File: config.mk
export PLATFORM = sky130hd
export DESIGN_NAME = mem_stage
export DESIGN_NICKNAME = d
export VERILOG_FILES = /design/src/rtl/mem_stage.sv
export SDC_FILE = /design/constraint.sdc
export NUM_CORES = 1
export LEC_CHECK = 0
export CAP_MARGIN = 0
export CORE_MARGIN = 2
export CORE_UTILIZATION = 35
export CTS_CLUSTER_SIZE = 10
export DETAILED_ROUTE_END_ITERATION = 12
export PLACE_DENSITY_LB_ADDON = 0.25
export SYNTH_ARGS = -nofsm -noshare
export SYNTH_HDL_FRONTEND = slang
export SYNTH_SLANG_ARGS = --single-unit
File: constraint.sdc
create_clock -name clk -period 4.5 [get_ports clk]
set_clock_uncertainty 0.15 [all_clocks]
set_input_delay 0.9 -clock clk [delete_from_list [all_inputs] [get_ports clk]]
set_output_delay 0.9 -clock clk [all_outputs]
set_load 0.01 [all_outputs]
File: src/rtl/mem_stage.sv
// Memory stage: EX/MEM pipeline register plus a request/done sequencer for a variable-latency data memory.
// Stalls upstream while an access is outstanding. An access ends with an error if it does not complete
// within TIMEOUT cycles.
//
// state  | meaning
// -------+-----------------------------------------------------------------
// S_IDLE | slot holds a non-memory op, a bubble, or a memory op about to issue
// S_WAIT | request issued; counting cycles until mem_done or timeout
// S_RESP | access finished; instruction retires at the end of this cycle
module mem_stage #(
   parameter int DATA_W  = 16,
   parameter int REG_W   = 3,
   parameter int TIMEOUT = 32
) (
   input  logic              clk,
   input  logic              rst,
   input  logic              validX,
   input  logic [DATA_W-1:0] aluFinalX,
   input  logic [DATA_W-1:0] addPCX,
   input  logic [DATA_W-1:0] imm8X,
   input  logic [DATA_W-1:0] wrtDataX,
   input  logic              memReadX,
   input  logic              memWriteX,
   input  logic              regWriteX,
   input  logic [1:0]        wbDataSelX,
   input  logic [REG_W-1:0]  writeRegX,
   output logic              mem_en,
   output logic              mem_wr,
   output logic [DATA_W-1:0] mem_addr,
   output logic [DATA_W-1:0] mem_wdata,
   input  logic [DATA_W-1:0] mem_rdata,
   input  logic              mem_done,
   output logic              stallM,
   output logic              validM,
   output logic              regWriteM,
   output logic [REG_W-1:0]  writeRegM,
   output logic [1:0]        wbDataSelM,
   output logic [DATA_W-1:0] m2xALUData,
   output logic [DATA_W-1:0] m2xAddPCData,
   output logic [DATA_W-1:0] m2xImm8Data,
   output logic [DATA_W-1:0] m2xMemData,
   output logic              errM
);

   localparam int CNT_W = $clog2(TIMEOUT) + 1;
   localparam logic [CNT_W-1:0] CNT_LAST = CNT_W'(TIMEOUT - 1);

   typedef enum logic [1:0] {S_IDLE, S_WAIT, S_RESP} state_t;

   state_t              state_q, state_d;
   logic                valid_q, mem_read_q, mem_write_q, reg_write_q;
   logic [1:0]          wb_sel_q;
   logic [REG_W-1:0]    write_reg_q;
   logic [DATA_W-1:0]   alu_q, add_pc_q, imm8_q, wrt_data_q, mem_data_q;
   logic [CNT_W-1:0]    cnt_q;
   logic                err_q;
   logic                mem_op, unaligned, stall, req;

   assign mem_op    = valid_q & (mem_read_q | mem_write_q);
   assign unaligned = mem_op & alu_q[0];

   always_ff @(posedge clk or negedge rst) begin
      if (!rst) begin
         valid_q     <= 1'b0;
         mem_read_q  <= 1'b0;
         mem_write_q <= 1'b0;
         reg_write_q <= 1'b0;
         wb_sel_q    <= '0;
         write_reg_q <= '0;
         alu_q       <= '0;
         add_pc_q    <= '0;
         imm8_q      <= '0;
         wrt_data_q  <= '0;
      end else if (!stall) begin
         valid_q     <= validX;
         mem_read_q  <= memReadX;
         mem_write_q <= memWriteX;
         reg_write_q <= regWriteX;
         wb_sel_q    <= wbDataSelX;
         write_reg_q <= writeRegX;
         alu_q       <= aluFinalX;
         add_pc_q    <= addPCX;
         imm8_q      <= imm8X;
         wrt_data_q  <= wrtDataX;
      end
   end

   always_ff @(posedge clk or negedge rst) begin
      if (!rst) begin
         state_q    <= S_IDLE;
         cnt_q      <= '0;
         err_q      <= 1'b0;
         mem_data_q <= '0;
      end else begin
         state_q <= state_d;
         if (state_q == S_WAIT) cnt_q <= cnt_q + 1'b1;
         else                   cnt_q <= '0;
         // a new instruction entering the slot starts with a clean error flag
         if (!stall)
            err_q <= 1'b0;
         else if (state_q == S_WAIT && !mem_done && cnt_q == CNT_LAST)
            err_q <= 1'b1;
         if (state_q == S_WAIT && mem_done && mem_read_q)
            mem_data_q <= mem_rdata;
      end
   end

   always_comb begin
      state_d = state_q;
      stall   = 1'b0;
      req     = 1'b0;
      case (state_q)
         S_IDLE: begin
            if (mem_op && !unaligned) begin
               req     = 1'b1;
               stall   = 1'b1;
               state_d = S_WAIT;
            end
         end
         S_WAIT: begin
            stall = 1'b1;
            // done wins over a timeout reached in the same cycle
            if (mem_done || cnt_q == CNT_LAST) state_d = S_RESP;
         end
         S_RESP:  state_d = S_IDLE;
         default: state_d = S_IDLE;
      endcase
   end

   assign mem_en       = req;
   assign mem_wr       = mem_write_q;
   assign mem_addr     = alu_q;
   assign mem_wdata    = wrt_data_q;
   assign stallM       = stall;
   assign validM       = valid_q;
   assign errM         = err_q | unaligned;
   assign regWriteM    = valid_q & reg_write_q & ~errM;
   assign writeRegM    = write_reg_q;
   assign wbDataSelM   = wb_sel_q;
   assign m2xALUData   = alu_q;
   assign m2xAddPCData = add_pc_q;
   assign m2xImm8Data  = imm8_q;
   assign m2xMemData   = mem_data_q;

endmodule

# --- Yosys cells after proc, flatten, opt, wreduce, memory -nomap -nowiden ---
# Index checks and enable logic that the tools add are counted.
totals:
  wordCells: 46
  output_inout_bits: 107
  regBits: 98
  input_bits: 92
op_classes:
  mux: 9
  add_sub_neg: 1
  n_reduce_logical: 10
  bitwise: 7
  n_eq_ne: 5
ops:
  columns: ["operator", "count"]
  rows:
  - ["6-bit by 1-bit adder with 6-bit output (second input constant)", 1]
  - ["6-bit by 5-bit == test with 1-bit output (second input constant)", 1]
  - ["6-bit two-way mux", 1]
  - ["1-bit logical AND", 5]
  - ["1-bit AND", 4]
  - ["1-bit two-way mux", 4]
  - ["2-bit two-way mux", 2]
  - ["2-bit by 1-bit inequality test with 1-bit output (second input constant)", 2]
  - ["2-bit one-hot mux with 2 select lines", 1]
  - ["2-bit by 1-bit == test with 1-bit output (second input constant)", 1]
  - ["1-bit zero test", 2]
  - ["2-bit zero test", 1]
  - ["2-bit inequality test (second input constant)", 1]
  - ["1-bit bitwise OR", 2]
  - ["1-bit one-hot mux with 2 select lines", 1]
  - ["2-bit AND reduction", 1]
  - ["1-bit logical OR", 1]
  - ["1-bit inverter", 1]

# --- Longest topological paths before layout ---
logic_depth:
  depth_word: 8
  mapped_depth: 5

# --- Least setup slack after synthesis ---
# Ideal clock, no wire load.
synth_path:
  kind: "register to output"
  from: "register state_q[0]"
  to: "output port mem_en"
  slack_ns: 2.206
  t_arrival_ns: 1.244
  stages_incl_launch_ff: 4
  required_time_ns: 3.450
  path_cell_list: "dfrtp_1 > buf_4 > buf_2 > nor4_1"
synth_between:
  elab_chain_len: 2
synth_rtl:
  columns: ["element", "line", "text"]
  rows:
  - ["start, declared", "50", "state_t state_q, state_d;"]
  - ["start signal, assigned", "95", "state_q <= state_d;"]
  - ["2-bit zero test", "112", "case (state_q)"]
  - ["1-bit two-way mux", "112", null]
  - ["end, declared", "27", "output logic mem_en,"]
# Every way passes these cells.

# --- Final worst setup path ---
layout_path:
  from: "register valid_q, in the netlist validM"
  to: "output port mem_en"
layout_between:
  elab_chain_len: 6
layout_rtl:
  columns: ["element", "line", "text"]
  rows:
  - ["start, declared", "51", "logic valid_q, mem_read_q, mem_write_q, reg_write_q;"]
  - ["start signal, assigned", "75", "valid_q <= validX;"]
  - ["1-bit AND (*)", "59", "assign mem_op = valid_q & (mem_read_q | mem_write_q);"]
  - ["1-bit AND", "60", "assign unaligned = mem_op & alu_q[0];"]
  - ["1-bit zero test", "114", "if (mem_op && !unaligned) begin"]
  - ["1-bit logical AND (*)", "114", null]
  - ["1-bit two-way mux (*)", "114", null]
  - ["1-bit two-way mux (*)", "112", null]
# Every way passes the cells marked *; elsewhere a longest branch is shown, timed or not.

==> key figures <==
Outcome
  • Outcome: completed

Timing
  • Final worst-path cycle share: 0.739
  • Max Slew Vio Count: 0
  • Hold slack: between 0.3 and 0.4 ns
  • Unrepaired setup endpoints after global routing: no
  • Max Fclk: between 0.3 and 0.4 GHz
  • Worst slew margin: 0.150
  • Final Critical Period: about 3.3 ns
  • Post-route setup slack: approximately 1.2 ns
  • Final setup vio count: 0
  • Final setup TNS: 0 ns
  • Worst slew pin tran: about 1.3 ns
  • Hold Violations, Final: 0

Clock network
  • Worst-path clk slew: 0.07 ns
  • Clk_lat worst skew: around 0.34 ns
  • Root buffer cell: clkbuf_16
  • CTS tree: yes
  • CTS Hold Bufs: 0
  • H-tree depth: 3
  • CTS resizes: 0
  • Post-CTS Repair Setup Buffers: 0
  • Clock buffer count from CTS: 9
  • CTS Sinks: a little under 100
  • Clk buf depth: 2

Pwr
  • Peak VDD IR: 0.387 mV
  • Leak: around 2.9 nW
  • Internal: 3.18 mW
  • Clock group share of total power: 0.148
  • Pwr/cell area: between 700 and 800 nW/um2
  • Sequential cell fraction of total power: 0.316
  • Logic pwr share: 0.535
  • Net Sw Power: roughly 2.0 mW
  • Tot Pwr: 5.21 mW
  • Switching share of power: 0.390

Worst hold path
  • Hold path depth: 1
  • HP Class: reg -> reg

Route
  • ANT nets after route: 0
  • Number of vias per cell: slightly above 5
  • TritonRoute pass-1 iters: 5
  • Drt total wl: ~15000 um
  • Initial DRC count: between 300 and 400
  • Routed WL per cell: ~16 um
  • DRC errors left: 0
  • Vias: 4688

Finish
  • Layout cells sized above 1: 0.0630
  • Diodes inserted: 0
  • Synthesis-to-finish area growth: 43.9%
  • Filler Cells Inserted: between 1000 and 1500
  • Total Nets Final: 819

Synthesis
  • Simple-gate portion of the synthesized area: 0.217
  • Mapped Avg Cell Area: 8.94 um2
  • Cell count after synthesis: roughly 570
  • Multiplexer share of the synthesized area: 0.0425
  • Post-Syn Area: around 5100 um2
  • EDFF count, synth: 0
  • Largest family of logic cells by synthesized area: simple AND/OR/NAND/NOR gates
  • Adder-cell share of the synthesized area: 0.00244
  • Post-Syn Nets: 666
  • Synth Area in XOR/XNOR: 0.00513
  • Number of synthesis warnings: 0
  • Ys async rst share: 1.00
  • Synth top area share: 0.479
  • Sequential fraction of the synthesis area: 0.479
  • Yosys reg bits: 98
  • Top cells by area, synth: dfrtp_1, nand2_1, o211ai_1
  • Library cells used by synthesis: 36
  • Top FF cell, synth: dfrtp_1
  • Post-synth top area cell: dfrtp_1
  • Synth Area in Compound Gates: 0.190

GRT
  • Tot GR Track Use: 0.190
  • Initial antenna violation count: 0
  • Grt total ovfl: 0
  • First-pass GRT wire length: 24500 um
  • M3 GR Usage: 0.0424
  • Vias in the first global route: roughly 4700
  • Met1 Usage GRT: 0.249
  • Pin count of the biggest net entering global routing: 79
  • Met2 Usage GRT: 0.312
  • Gr busiest metal: met2

Worst setup path
  • Family with the most delay on the worst path: buffers and inverters
  • Critical Path Max Stage Delay: 0.63 ns
  • Worst Path Max Fanout: between 70 and 80
  • Kind of critical path: reg -> out
  • Crit. End Element: primary output
  • Startpoint types: flip-flop
  • Required time of the critical path: 3.45 ns
  • Crit path DAT: between 2 and 2.5 ns
  • CP max-delay cell: clkdlybuf4s50_1
  • Worst-path cell chain: o21ai_4 -> buf_4 -> nor4_1 -> clkdlybuf4s50_1
  • Reg2reg path depth: 4
  • Worst Path Buf+Inv: 2
  • Worst path depth: 4

Floorplan
  • Die Wd: approximately 120 um
  • Initial Util: 0.355
  • Rows: 44
  • Io pins: about 200
  • Core Footprint: 14400 um2
  • Die area: between 15000 and 20000 um2
  • Die height: between 100 and 150 um

Placement
  • HPWL Detailed: roughly 9500 um
  • Pre-CTS setup slack: ~1.5 ns
  • # port buffers: roughly 200
  • Final Wtd Congestion: between 0.7 and 0.8

Run
  • Max cap viols: 0
==> cells in the mapped netlist, types with 2 or more instances <==
master	count
xor2_1	2
nor2b_1	71
o21ai_0	73
inv_1	3
buf_4	17
nor2_1	7
nand2b_1	2
buf_2	9
nand3_1	4
nand2_1	142
a21oi_1	2
dfrtp_1	98
o21a_1	2
clkbuf_1	35
mux2_4	10
o211ai_1	71
mux2_2	6
==> kinds of logic (layout without fill, tap and decap cells) <==
kind of cell | Yosys count | count (layout)
multiplexers | 16 | 16
AO/OA/AOI/OAI | 154 | 154
XOR/XNOR | 3 | 3
flip-flops | 98 | 98
buffers and inverters | 66 | 223
AND/OR/NAND/NOR | 235 | 235
adder cells (fa/ha/maj) | 1 | 1
==> state kept, by name, summed over array words and instances (netlist names) <==
| signal | count |
|---|---|
| wbDataSelM | 2 |
| validM | 1 |
| state_q | 2 |
| mem_wr | 1 |
| mem_wdata | 16 |
| err_q | 1 |
| mem_read_q | 1 |
| m2xALUData | 16 |
| m2xImm8Data | 16 |
| cnt_q | 6 |
| m2xAddPCData | 16 |
| writeRegM | 3 |
| reg_write_q | 1 |
| m2xMemData | 16 |
==> metal layers <==
layer | vias to the layer above | part of all wire | wire length, um
met3 | 22 | 0.052 | 784
met5 | - | 0 | 0
met4 | 0 | 0.019 | 283
met1 | 2274 | 0.44 | 6590
li1 | 2234 | - | -
met2 | 158 | 0.49 | 7350
==> layout make-up <==
| class | instances | area, um2 | area share |
|---|---|---|---|
| clock inverters | 6 | 67.6 | 0.00916 |
| multi-input cells | 409 | 2350 | 0.319 |
| flip-flops and latches | 98 | 2460 | 0.333 |
| repair buffers | 204 | 2020 | 0.275 |
| inverters | 4 | 15.0 | 0.00204 |
| clock buffers | 9 | 225 | 0.0305 |
| well taps | 184 | 230 | 0.0312 |
==> worst paths after layout <==
kind	from	to	slack, ns
worst max-delay path	validM$_DFFE_PN0N_	mem_en	1.17
worst max register to register	state_q[1]$_DFFE_PN0P_	m2xMemData[15]$_DFFE_PN0P_	1.95
worst min-delay path	cnt_q[0]$_DFF_PN0_	cnt_q[0]$_DFF_PN0_	0.32
max in group asynchronous	rst	m2xALUData[10]$_DFFE_PN0N_	2.70
worst min register to register	cnt_q[0]$_DFF_PN0_	cnt_q[0]$_DFF_PN0_	0.32
min in group asynchronous	rst	m2xAddPCData[5]$_DFFE_PN0N_	0.55
==> power groups by stage <==
stage	sequential (mW)	combinational [mW]	clock [mW]
floorplan	1.76	1.38	0
CTS	1.65	2.83	0.797
global route	1.72	3.03	0.841
detailed placement	1.66	2.82	0
finish	1.65	2.79	0.773
global placement	1.64	2.76	0
==> cells in the final DEF (no fill, tap or decap), types with 4 or more instances in the layout <==
cell type | netlist | final
nand3_1 | 4 | 4
clkbuf_16 | 0 | 9
nand2_1 | 142 | 142
nor2b_1 | 71 | 71
mux2_4 | 10 | 10
mux2_2 | 6 | 6
buf_4 | 17 | 7
clkdlybuf4s50_1 | 0 | 197
nor2_1 | 7 | 7
dfrtp_1 | 98 | 95
o21ai_0 | 73 | 73
o211ai_1 | 71 | 71
==> per-stage QoR <==
step / std cells / util / cell area [um2]
after floorplan: 573 / - / 5120
after global placement: 899 / 0.491 / 7080
after detailed placement: 899 / 0.491 / 7080
after CTS: 914 / 0.511 / 7370
after global routing: 914 / 0.511 / 7370
final: 914 / 0.511 / 7370
Power figures use the tool's default switching activity.
